`config.mk`:
```
export PLATFORM = sky130hd
export DESIGN_NAME = mem_port_arbiter
export DESIGN_NICKNAME = d
export VERILOG_FILES = /design/src/rtl/mem_port_arbiter_pkg.sv /design/src/rtl/mem_port_arbiter_starve_counter.sv /design/src/rtl/mem_port_arbiter.sv
export SDC_FILE = /design/constraint.sdc
export NUM_CORES = 1
export LEC_CHECK = 0
export CORE_AREA = 2 2 103 105
export DETAILED_ROUTE_END_ITERATION = 6
export DIE_AREA = 0 0 105 107
export DONT_BUFFER_PORTS = 1
export PLACE_DENSITY = 0.47
export SYNTH_ARGS = -nofsm -noshare
export SYNTH_HDL_FRONTEND = slang
export SYNTH_SLANG_ARGS = --single-unit
```
`constraint.sdc`:
```
create_clock -name clk -period 3.64 [get_ports clk]
set_input_delay 0.728 -clock clk [delete_from_list [all_inputs] [get_ports clk]]
set_output_delay 0.728 -clock clk [all_outputs]
set_load 0.1 [all_outputs]
```
`src/rtl/mem_port_arbiter_pkg.sv`:
```
// Bundle: shared memory-interface types for the core's memory ports and the
// imem/dmem port arbiter.
package Bundle;

  typedef enum logic {
    M_XRD = 1'b0,
    M_XWR = 1'b1
  } MemoryWriteSignal;

  typedef enum logic [1:0] {
    IDLE  = 2'd0,
    ISSUE = 2'd1,
    WAIT  = 2'd2
  } ArbState;

  typedef enum logic {
    OWN_IMEM = 1'b0,
    OWN_DMEM = 1'b1
  } ArbOwner;

endpackage

```
`src/rtl/mem_port_arbiter_starve_counter.sv`:
```
// arb_starve_counter: saturating count of arbitrations lost by the fetch port;
// force_imem is raised while the count sits at STARVE_MAX.
module arb_starve_counter #(
  parameter int unsigned STARVE_MAX = 4
) (
  input  logic clk,
  input  logic reset,
  input  logic inc,
  input  logic clr,
  output logic force_imem
);

  localparam int unsigned CW = $clog2(STARVE_MAX + 1);

  logic [CW-1:0] count;

  always_ff @(posedge clk or posedge reset) begin
    if (reset) begin
      count <= '0;
    end else if (clr) begin
      count <= '0;
    end else if (inc && (count != CW'(STARVE_MAX))) begin
      count <= count + 1'b1;
    end
  end

  assign force_imem = (count == CW'(STARVE_MAX));

endmodule

```
`src/rtl/mem_port_arbiter.sv`:
```
// mem_port_arbiter: serializes imem/dmem onto one single-ported memory, one
// transaction outstanding, dmem wins ties. MEM_ARB_FAIRNESS_EN adds a fetch starvation guard.
module mem_port_arbiter
  import Bundle::*;
#(
  parameter int unsigned AW         = 32,
  parameter int unsigned DW         = 32,
  parameter int unsigned STARVE_MAX = 4
) (
  input  logic             clk,
  input  logic             reset,
  input  logic             imem_req_val,
  input  logic [AW-1:0]    imem_req_addr,
  output logic             imem_req_rdy,
  output logic             imem_resp_val,
  output logic [DW-1:0]    imem_resp_data,
  input  logic             dmem_req_val,
  input  logic [AW-1:0]    dmem_req_addr,
  input  logic [DW-1:0]    dmem_req_wdata,
  input  MemoryWriteSignal dmem_req_fcn,
  output logic             dmem_req_rdy,
  output logic             dmem_resp_val,
  output logic [DW-1:0]    dmem_resp_data,
  output logic             mem_req_val,
  output logic [AW-1:0]    mem_req_addr,
  output logic [DW-1:0]    mem_req_wdata,
  output MemoryWriteSignal mem_req_fcn,
  input  logic             mem_req_rdy,
  input  logic             mem_resp_val,
  input  logic [DW-1:0]    mem_resp_data,
  output logic             mem_stall
);

  ArbState state;
  ArbOwner owner;
  logic    grant_d;
  logic    grant_i;
  logic    force_imem;
  logic    resp_done;

  // The guard only overrides dmem when a fetch is actually waiting, so an
  // idle fetch port can never block a data access.
  always_comb begin
    grant_d = 1'b0;
    grant_i = 1'b0;
    if (state == IDLE) begin
      grant_d = dmem_req_val & ~(force_imem & imem_req_val);
      grant_i = imem_req_val & ~grant_d;
    end
  end

  assign dmem_req_rdy = grant_d;
  assign imem_req_rdy = grant_i;

  always_ff @(posedge clk or posedge reset) begin
    if (reset) begin
      state         <= IDLE;
      owner         <= OWN_IMEM;
      mem_req_addr  <= '0;
      mem_req_wdata <= '0;
      mem_req_fcn   <= M_XRD;
    end else begin
      case (state)
        IDLE: begin
          if (grant_d) begin
            owner         <= OWN_DMEM;
            mem_req_addr  <= dmem_req_addr;
            mem_req_wdata <= dmem_req_wdata;
            mem_req_fcn   <= dmem_req_fcn;
            state         <= ISSUE;
          end else if (grant_i) begin
            owner         <= OWN_IMEM;
            mem_req_addr  <= imem_req_addr;
            mem_req_wdata <= '0;
            mem_req_fcn   <= M_XRD;
            state         <= ISSUE;
          end
        end
        ISSUE: begin
          if (mem_req_rdy) begin
            state <= WAIT;
          end
        end
        WAIT: begin
          if (mem_resp_val) begin
            state <= IDLE;
          end
        end
        default: state <= IDLE;
      endcase
    end
  end

  assign mem_req_val = (state == ISSUE);

  // Responses are routed only in WAIT; a stray mem_resp_val elsewhere is dropped.
  assign resp_done      = (state == WAIT) & mem_resp_val;
  assign imem_resp_val  = resp_done & (owner == OWN_IMEM);
  assign dmem_resp_val  = resp_done & (owner == OWN_DMEM);
  assign imem_resp_data = mem_resp_data;
  assign dmem_resp_data = mem_resp_data;

  assign mem_stall = ((state != IDLE) & ~resp_done) |
                     ((state == IDLE) & ((imem_req_val & ~grant_i) |
                                         (dmem_req_val & ~grant_d)));

`ifdef MEM_ARB_FAIRNESS_EN
  arb_starve_counter #(
    .STARVE_MAX(STARVE_MAX)
  ) u_starve (
    .clk       (clk),
    .reset     (reset),
    .inc       (grant_d & imem_req_val),
    .clr       (grant_i),
    .force_imem(force_imem)
  );
`else
  logic unused_starve_max;
  assign force_imem        = 1'b0;
  assign unused_starve_max = ^STARVE_MAX;
`endif

endmodule

```
After elaboration in Yosys (flattened, before gate mapping)
Index checks and enable logic that the tools add are counted.

Memories: 0. ROM bits: 0. Input bits: 135. Memory bits (writable): 0. Bits in latches: 0. Output and inout port bits: 135. Flip-flop bits (word level): 68.

Add/subtract/negate cells: 0. Shift operators: 0. Muxes and demuxes: 14. Bitwise logic cells: 15. Divide/modulo/power cells: 0. Multiply operators: 0. Reduce and logical (&&, ||, !) cells: 5. Eq/ne operators: 5. Magnitude comparators: 0.

Operators with widths (count): $mux 32 (4); $and 1x1->1 (8); $mux 2 (4); $pmux 2 s3 (1); $mux 1 (5); $not 1->1 (5); $reduce_bool 2->1 (2); $ne 3x3->1 const B (1); $reduce_and 3->1 (1); $eq 2x1->1 const B (1); $eq 2x2->1 const B (1); $logic_not 2->1 (1); $ne 2x1->1 const B (1); $ne 2x2->1 const B (1); $or 1x1->1 (2); $reduce_and 2->1 (1).

Depth between registers and ports, before layout
Gate-level depths: netlist of the first run.

Word-level depth: 8. Gate-level depth with buffers: 5. Depth with buffers taken out: 3.

Worst setup path after synthesis of the first run
No wires, ideal clock.

Path type: in2out. Start: input port mem_resp_val. End: output port dmem_resp_val. Required time: 2.912 ns. Stages on the path: 2. Data arrival time: 3.006 ns. Buffers on the path: 0. Slack: -0.094 ns. Cells stage by stage: nand2_1 > nor3b_1.

Longest elaborated chain between the ends: 2.

Ends and longest elaborated chain: start: declaration (line mem_port_arbiter.sv:29) `input logic mem_resp_val,`; $and 1x1->1 (line mem_port_arbiter.sv:97) `assign resp_done = (state == WAIT) & mem_resp_val;`; $and 1x1->1 (line mem_port_arbiter.sv:99) `assign dmem_resp_val = resp_done & (owner == OWN_DMEM);`; end: declaration (line mem_port_arbiter.sv:22) `output logic dmem_resp_val,`.

Every way passes these cells.

Final worst setup path of the first run
Start: register state[0]. End: output port dmem_req_rdy.

Longest elaborated chain between the ends: 2.

Ends and longest elaborated chain: start: declaration (line mem_port_arbiter.sv:34) `ArbState state;`; start signal: assignment (line mem_port_arbiter.sv:57) `state <= IDLE;`; start signal: assignment (line mem_port_arbiter.sv:70) `state <= ISSUE;`; start signal: assignment (line mem_port_arbiter.sv:76) `state <= ISSUE;`; $logic_not 2->1 (line mem_port_arbiter.sv:46) `if (state == IDLE) begin`; $mux 1 (line mem_port_arbiter.sv:46); end: declaration (line mem_port_arbiter.sv:21) `output logic dmem_req_rdy,`.

Every way passes these cells.

==> results.toml, run 1 <==
[status]
outcome = "finished, final reports clean"

[synth]
synthesized_instance_count = 262
share_of_synthesized_area_occupied_by_flip_flops_and_latches_pct = 49.65
synthesis.yosys.warnings = 0
syn-mean-instance-area_sq_um = 13.08
synthesis.area_sq_um = 3427
postSynthNetCount = 397
postSynthRegisterBits = 68
synth_cell_type_count = 22

[timing]
layout_min_cycle_time_ns = 2.323
finalClockSkew_ns = 0.01410
final_critical_path_setup_slack_ns = 1.317
finalHoldViolations = 0
setup_viol = 0
final.hold.worst_slack_ns = 0.4789
slew_viol_final = 0
grt_setup_unrepaired = "no"
final.setup.tns_ns = 0
final_min_period_over_clock_period_pct = 63.83
tightestPinTransition_ns = 0.9378
maxSlewHeadroom_pct = 37.48
fmaxAchievable_mhz = 430.4

[route]
post_drt_via_cell_ratio = 4.918
routed-via-count = 1687
routed_wire_length_per_instance_um = 18.70
drt-total-wl_um = 6414
drc_errors = 0
antenna_left = 0
drt_first_iter_violations = 48
dr.pass1.iters = 2

[setup_path]
critical_path.startpoint_type = "flop"
startpoint = "state[0]$_DFFE_PP0P_"
critical_path_peak_fanout = 6
cp.required_ns = 2.91
ff2ff_path_depth = 4
path_class = "flop to output port"
timing.critical_path.slowest_stage_cell = "sky130_fd_sc_hd__and2_2"
reg2reg_to = "mem_req_wdata[21]$_DFFE_PP0P_"
timing.critical_path.to_type = "output port"
regToRegSetupSlack_ns = 1.68
max_stage_delay_ns = 0.54
critical_path_cell_sequence = "nor2_2 > and2_2"
worst_ep_arrival_time_ns = 1.60
launching_point_of_the_worst_reg2reg_path = "state[0]$_DFFE_PP0P_"
setup.worst_path.end = "dmem_req_rdy"

[finish]
final_cell_mix = "sky130_fd_sc_hd__dfrtp_1 (68), sky130_fd_sc_hd__mux2_2 (53), sky130_fd_sc_hd__a22o_1 (33)"
post_route_cell_area_sq_um = 3387
final_layout_size_suffix_gt1_share_pct = 43.96
most_common_cell_after_layout_fill_and_taps_aside = "sky130_fd_sc_hd__dfrtp_1"
nFillCells = 1042
num_antenna_cells = 0
nNetsFinal = 337
area_delta_synth_final_pct = -1.168

[die]
floorplan.initialDensity_pct = 33.96
die_width_um = 105
floorplan.rows = 37
floorplan.io_pins = 270
die_y_um = 107
die_area_sq_um = 11240
core_area_sq_um = 10090

[cts]
worstSkewPairLatency_ns = 0.34
holdBufCountCts = 0
clock_tree.htree_level_count = 3
path_clk_slew_ns = 0.07
buffers_inserted_by_post_cts_timing_repair = 0
cts-buffers-inserted = 9
clock_tree.root_cell = "sky130_fd_sc_hd__clkbuf_8"
tritoncts = "yes"
cts_max_path_buffers = 2
numClockSinks = 68
post_cts_resized = 0

[global_routing]
grt_antenna_before_repair = 0
grt_util_all_layers_pct = 11.34
via_count_of_the_first_global_routing_pass = 1773
grt_start_max_net_pins = 69
grt_first_pass_wirelength_um = 9597
globalRoute.totalOverflow = 0

[place]
dpl_cell_area_sq_um = 3142
hpwlAfterDp_um = 4604
pre_cts_slack_ns = 1.524
place.gp.congestion = 0.6631
io_buffer_count = 0

[job]
max_cap_violations = 0

[min_path]
hold_class = "primary input to flop"
## metrics by stage
step / std cells / utilization (%)
2_1_floorplan: 262 / -
3_3_place_gp: 327 / 31.13
6_report: 343 / 33.56
3_5_place_dp: 327 / 31.13
4_1_cts: 343 / 33.56
5_1_grt: 343 / 33.56
## worst min path at each step
stage,start,endpoint,slack [ns],depth (start not counted)
finish,mem_req_rdy,state[0]$_DFFE_PP0P_,0.48,1
global route,mem_req_rdy,state[0]$_DFFE_PP0P_,0.45,1
CTS,mem_req_rdy,state[0]$_DFFE_PP0P_,0.45,1
detailed placement,owner$_DFFE_PP0P_,owner$_DFFE_PP0P_,0.55,1
global placement,owner$_DFFE_PP0P_,owner$_DFFE_PP0P_,0.55,1
floorplan,owner$_DFFE_PP0P_,owner$_DFFE_PP0P_,0.46,1
## synth_stat cells
master / n / area [sq um]
sky130_fd_sc_hd__nor3b_1: 1 / 7.510
sky130_fd_sc_hd__and2_1: 1 / 6.260
sky130_fd_sc_hd__o21ai_2: 1 / 8.760
sky130_fd_sc_hd__mux2_2: 53 / 596.8
sky130_fd_sc_hd__a22o_1: 33 / 289.0
sky130_fd_sc_hd__buf_4: 64 / 480.5
sky130_fd_sc_hd__dfrtp_1: 68 / 1702
sky130_fd_sc_hd__o31ai_1: 1 / 7.510
sky130_fd_sc_hd__nand2b_1: 1 / 6.260
sky130_fd_sc_hd__nor2_1: 1 / 3.750
sky130_fd_sc_hd__a21o_1: 1 / 7.510
sky130_fd_sc_hd__buf_2: 9 / 45.04
sky130_fd_sc_hd__nor2b_1: 1 / 6.260
sky130_fd_sc_hd__nor3_1: 1 / 5.000
sky130_fd_sc_hd__mux2_1: 5 / 56.30
sky130_fd_sc_hd__nor2_2: 1 / 6.260
sky130_fd_sc_hd__inv_1: 2 / 7.510
sky130_fd_sc_hd__nand2_1: 4 / 15.01
sky130_fd_sc_hd__o21ai_0: 1 / 5.000
sky130_fd_sc_hd__buf_6: 6 / 67.56
sky130_fd_sc_hd__o211ai_1: 1 / 7.510
sky130_fd_sc_hd__mux2_4: 6 / 90.09
## state kept, by name (all words and copies together), names as in the netlist
register,count
state,2
mem_req_fcn,1
owner,1
mem_req_addr,32
mem_req_wdata,32
## logic make-up (layout without fill, tap and decap cells)
kind of cell,count (synthesis),after routing,synth area share [%]
multiplexers,64,64,21.69
flip-flops,68,68,49.65
buffers and inverters,81,26,17.52
AND/OR/NAND/NOR,11,11,1.643
AO/OA/AOI/OAI,38,38,9.493
## critical path, delay by kind of cell (launching register included)
kind / cells / cell delay (ns)
and+or+nand+nor: 2 / 0.80
DFF: 1 / 0.47
## final cells by class
type | count | area [sq um] | area share, %
well taps | 136 | 170.2 | 5.024
clock buffers | 9 | 123.9 | 3.657
clock inverters | 7 | 121.4 | 3.583
inverters | 2 | 7.507 | 0.2216
repair buffers | 8 | 107.6 | 3.177
flip-flops and latches | 68 | 1702 | 50.24
multi-input cells | 113 | 1155 | 34.10
## per-layer routing
layer,GRT usage [%],wire length [um],part of all wire [%]
met5,0,0,0
met4,6.286,185,2.9
met3,7.477,907,14
met2,17.39,3134,49
met1,11.73,2186,34
Power of run 1 is not shown: default switching activity piles up to over one toggle a cycle in this logic, so the estimate is an artifact.
==> run 2: changes to the inputs <==
CORE_AREA = 2 2 105 107   (was 2 2 103 105)
DIE_AREA = 0 0 107 109   (was 0 0 105 107)
clock period = 2.1 ns   (was 3.64 ns; I/O delays follow)
==> run 2 against run 1 <==
Effect of this change:
- register-to-register slack worse by 1.2 ns
- core utilization increased by 1.1 points
- sequential cell count unchanged
- sequential share of layout area shrank 3.9 points
==> results.toml, run 2 (synthesis gave the netlist of run 1 again) <==
[route]
post_drt_via_cell_ratio = 4.703
antenna_left = 0
drc_errors = 0
drt_first_iter_violations = 46
routed_wire_length_per_instance_um = 16.24
routed-via-count = 1792
dr.pass1.iters = 2
drt-total-wl_um = 6189

[finish]
nNetsFinal = 371
post_route_cell_area_sq_um = 3670
nFillCells = 1041
num_antenna_cells = 0
final_cell_mix = "sky130_fd_sc_hd__dfrtp_1 (68), sky130_fd_sc_hd__mux2_2 (53), sky130_fd_sc_hd__buf_4 (38)"
most_common_cell_after_layout_fill_and_taps_aside = "sky130_fd_sc_hd__dfrtp_1"
area_delta_synth_final_pct = 7.083
final_layout_size_suffix_gt1_share_pct = 52.28
reg_top3 = "mem_req_addr: 32 flops, mem_req_wdata: 32 flops, state: 2 flops"

[cts]
clock_tree.htree_level_count = 3
path_clk_slew_ns = 0.07
buffers_inserted_by_post_cts_timing_repair = 0
cts_max_path_buffers = 2
clock_tree.root_cell = "sky130_fd_sc_hd__clkbuf_8"
holdBufCountCts = 0
numClockSinks = 68
worstSkewPairLatency_ns = 0.34
post_cts_resized = 0
cts-buffers-inserted = 9
tritoncts = "yes"

[setup_path]
cpLargestDelayFamily = "flip-flops"
launching_point_of_the_worst_reg2reg_path = "state[0]$_DFFE_PP0P_"
cp.required_ns = 1.68
critical_path_peak_fanout = 6
critical_path_cell_sequence = "nor2_2 > nand2_1 > nor2_2 > buf_4"
timing.critical_path.mode_cell = "sky130_fd_sc_hd__nor2_2"
max_stage_delay_ns = 0.48
worst_ep_arrival_time_ns = 1.54
ff2ff_path_depth = 4
path_class = "flop to output port"
timing.critical_path.slowest_stage_cell = "sky130_fd_sc_hd__dfrtp_1"
timing.critical_path.to_type = "output port"
count_of_buffer_and_inverter_cells_on_the_critical_path = 1
reg2reg_to = "mem_req_addr[31]$_DFFE_PP0P_"
critical_path.startpoint_type = "flop"
regToRegSetupSlack_ns = 0.50

[die]
die_width_um = 107
floorplan.initialDensity_pct = 32.32
core_area_sq_um = 10600
floorplan.io_pins = 270
die_area_sq_um = 11660
floorplan.rows = 38
die_y_um = 109

[place]
place.gp.congestion = 0.6780
dpl_cell_area_sq_um = 3422
io_buffer_count = 0
hpwlAfterDp_um = 4573

[global_routing]
grt_first_pass_wirelength_um = 9425
grt_util_all_layers_pct = 10.87
globalRoute.totalOverflow = 0
grt_antenna_before_repair = 0
grt_start_max_net_pins = 69
via_count_of_the_first_global_routing_pass = 1839

[timing]
maxSlewHeadroom_pct = 38.16
tightestPinTransition_ns = 0.9276
setup_viol = 0
slew_viol_final = 0
final_min_period_over_clock_period_pct = 93.31
final.hold.worst_slack_ns = 0.006703
finalClockSkew_ns = 0.007167
fmaxAchievable_mhz = 510.3
layout_min_cycle_time_ns = 1.959
finalHoldViolations = 0
grt_setup_unrepaired = "no"

[job]
max_cap_violations = 0

[min_path]
hold_class = "primary input to asynchronous set/reset pin"

[status]
outcome = "finished, final reports clean"
## run 2: worst register-to-register path, cell delays in order, from the launching register on
cell and delay [ns]:
sky130_fd_sc_hd__dfrtp_1 0.52, sky130_fd_sc_hd__nor2_2 0.12, sky130_fd_sc_hd__o21ai_4 0.09, sky130_fd_sc_hd__buf_4 0.36
sky130_fd_sc_hd__mux2_2 0.40
## run 2: cell type report
cell class	instances	area (sq um)	share of cell area, %
clock buffers	9	123.9	3.375
clock inverters	7	123.9	3.375
inverters	2	11.26	0.3069
multi-input cells	113	1164	31.71
flip-flops and latches	68	1702	46.37
well taps	140	175.2	4.773
repair buffers	42	370.4	10.09
## run 2: worst max-delay path by stage
stage / startpoint / cells past startpoint / endpoint / slack [ns]
detailed placement: state[0]$_DFFE_PP0P_ / 4 / imem_req_rdy / 0.49
finish: state[0]$_DFFE_PP0P_ / 4 / imem_req_rdy / 0.14
global route: state[0]$_DFFE_PP0P_ / 4 / imem_req_rdy / 0.02
global placement: state[0]$_DFFE_PP0P_ / 4 / imem_req_rdy / 0.50
CTS: state[0]$_DFFE_PP0P_ / 4 / imem_req_rdy / 0.1
floorplan: dmem_req_val / 4 / mem_stall / -0.48
## run 2: per-stage QoR
stage / setup TNS [ns] / std cells / util, % / setup WS (ns)
floorplan: -0.8560 / 262 / - / -0.4799
global placement: 0 / 365 / 32.28 / 0.5041
detailed placement: 0 / 365 / 32.28 / 0.4872
CTS: 0 / 381 / 34.61 / 0.09591
global route: 0 / 381 / 34.61 / 0.01670
finish: 0 / 381 / 34.61 / 0.1405
## run 2: layer usage
metal | up-vias | global-route usage [%] | share of wire [%] | wire (um)
li1 | 796 | - | - | -
met1 | 846 | 11.76 | 37 | 2314
met2 | 134 | 16.88 | 47 | 2879
met3 | 16 | 6.336 | 14 | 873
met4 | 0 | 5.751 | 2.0 | 121
met5 | - | 0 | 0 | 0
Power of run 2 is left out for the same reason.
==> run 3: changes to the inputs <==
==> constraint.sdc (replaced) <==
create_clock -name clk -period 2.1 [get_ports clk]
set_input_delay 0.42 -clock clk [delete_from_list [all_inputs] [get_ports clk]]
set_output_delay 0.42 -clock clk [all_outputs]
set_load 0.02 [all_outputs]
==> run 3 against run 2 <==
Effect of this change:
- clock skew increased by 0.0012 ns
- sequential share of layout area increased by 5.6 points
- fmax increased by 3.5%
- non-clock buffer count decreased by 37
- register-to-register slack about the same
- cell area decreased by 11%
- highest routed layer unchanged
==> results.toml, run 3 (synthesis gave the netlist of run 1 again) <==
[power]
report.power.total_mw = 5.469
switching_power_mw = 2.302
power_density_nw_per_um2 = 1672
pwr-share-seq_pct = 56.6
power_frac_clock_pct = 17.8
vdd_ir_drop_max_uv = 677.4
cellLeakagePower_nw = 1.395
intPower_mw = 3.167
power_frac_comb_pct = 25.7
switch_share_pct = 42.10

[die]
floorplan.initialDensity_pct = 32.32
die_y_um = 109
die_width_um = 107
core_area_sq_um = 10600
floorplan.rows = 38
die_area_sq_um = 11660
floorplan.io_pins = 270

[timing]
finalHoldViolations = 0
setup_viol = 0
tightestPinTransition_ns = 0.5191
finalClockSkew_ns = 0.008382
final_critical_path_setup_slack_ns = 0.2075
final.hold.worst_slack_ns = 0.03851
fmaxAchievable_mhz = 528.4
grt_setup_unrepaired = "no"
layout_min_cycle_time_ns = 1.892
maxSlewHeadroom_pct = 65.39
final_min_period_over_clock_period_pct = 90.12
final.setup.tns_ns = 0
slew_viol_final = 0

[route]
antenna_left = 0
routed-via-count = 1673
top_layer_used = "met4"
drt_first_iter_violations = 38
met2_wirelength_um = 3024
drt-total-wl_um = 6116
post_drt_via_cell_ratio = 4.863
drc_errors = 0
dr.pass1.iters = 2
routed_wire_length_per_instance_um = 17.78
detailroute.wirelength.met3_um = 738
met1_length_um = 2218

[place]
place.gp.congestion = 0.6890
placed_cells_incl_taps = 328
hpwlAfterDp_um = 4338
pre_cts_slack_ns = 0.5086
io_buffer_count = 0
dpl_cell_area_sq_um = 3095

[setup_path]
timing.critical_path.slowest_stage_cell = "sky130_fd_sc_hd__and2_1"
critical_path_cell_sequence = "nor2_2 > and2_1"
worst_ep_arrival_time_ns = 1.47
launching_point_of_the_worst_reg2reg_path = "state[0]$_DFFE_PP0P_"
critical_path.startpoint_type = "flop"
max_stage_delay_ns = 0.49
reg2reg_to = "mem_req_wdata[21]$_DFFE_PP0P_"
path_class = "flop to output port"
timing.critical_path.to_type = "output port"
regToRegSetupSlack_ns = 0.51
cp.required_ns = 1.68
critical_path_peak_fanout = 8
ff2ff_path_depth = 4

[cts]
tritoncts = "yes"
clock_tree.root_cell = "sky130_fd_sc_hd__clkbuf_8"
clock_tree.htree_level_count = 3
numClockSinks = 68
holdBufCountCts = 0
worstSkewPairLatency_ns = 0.34
cts-buffers-inserted = 9
post_cts_resized = 0
path_clk_slew_ns = 0.08
cts_max_path_buffers = 2
buffers_inserted_by_post_cts_timing_repair = 0

[finish]
num_antenna_cells = 0
final_cell_mix = "sky130_fd_sc_hd__dfrtp_1 (68), sky130_fd_sc_hd__mux2_2 (53), sky130_fd_sc_hd__a22o_1 (33)"
area_delta_synth_final_pct = -4.527
final_layout_size_suffix_gt1_share_pct = 40.20
final_std_cells_w_o_fill = 344
post_route_cell_area_sq_um = 3272
nFillCells = 1082
most_common_cell_after_layout_fill_and_taps_aside = "sky130_fd_sc_hd__dfrtp_1"
multi_input_logic_area_sq_um = 1132
nNetsFinal = 334
fin_util_pct = 30.86
seqCellArea_sq_um = 1702
reg_top3 = "mem_req_addr: 32 flops, mem_req_wdata: 32 flops, state: 2 flops"

[global_routing]
grt_util_all_layers_pct = 10.20
via_count_of_the_first_global_routing_pass = 1644
grt_first_pass_wirelength_um = 8680
grt_start_max_net_pins = 69
grt_antenna_before_repair = 0
globalRoute.totalOverflow = 0

[job]
max_cap_violations = 0

[status]
outcome = "finished, final reports clean"

[min_path]
hold_class = "primary input to asynchronous set/reset pin"
-- run 3: changes by cell type in the layout (fill, tap and decap cells not counted), sizes merged --
cell,change
bufinv,-3
clkinv,-1
clkinvlp,+2
buf,-36
inv,+1
-- run 3: per-layer routing --
metal | up-vias | global-route usage, %
met5 | - | 0
met4 | 0 | 5.195
met3 | 13 | 5.499
met2 | 132 | 16.38
met1 | 802 | 10.94
li1 | 726 | -
-- run 3: how the worst max path moves through the flow --
stage	start	endpoint	slack [ns]
after floorplan	dmem_req_val	mem_stall	0.58
after global placement	state[0]$_DFFE_PP0P_	mem_req_wdata[23]$_DFFE_PP0P_	0.56
after detailed placement	state[0]$_DFFE_PP0P_	mem_req_wdata[8]$_DFFE_PP0P_	0.51
after CTS	state[0]$_DFFE_PP0P_	dmem_req_rdy	0.18
final	state[0]$_DFFE_PP0P_	dmem_req_rdy	0.21
after global routing	state[0]$_DFFE_PP0P_	dmem_req_rdy	0.09
-- run 3: area by class of cell --
class | count | share of cell area (%)
flip-flops and latches | 68 | 52.01
multi-input cells | 113 | 34.61
well taps | 140 | 5.354
clock buffers | 10 | 3.901
repair buffers | 5 | 2.294
clock inverters | 6 | 1.491
inverters | 2 | 0.3442
-- run 3: worst max-delay path: cells and delay by family, from the launching register on --
family,cells,cell delay [ns]
flops,1,0.43
simple gates,2,0.70
-- run 3: power by group through the flow --
stage	sequential [mW]	clock, mW	combinational (mW)
after detailed placement	3.12	0	1.45
after global placement	3.14	0	1.40
after CTS	3.12	1.02	1.43
final	3.09	0.971	1.40
after floorplan	2.97	0	1.44
after global routing	3.18	1.09	1.54
Note: power is estimated with default switching activity, not from simulation.
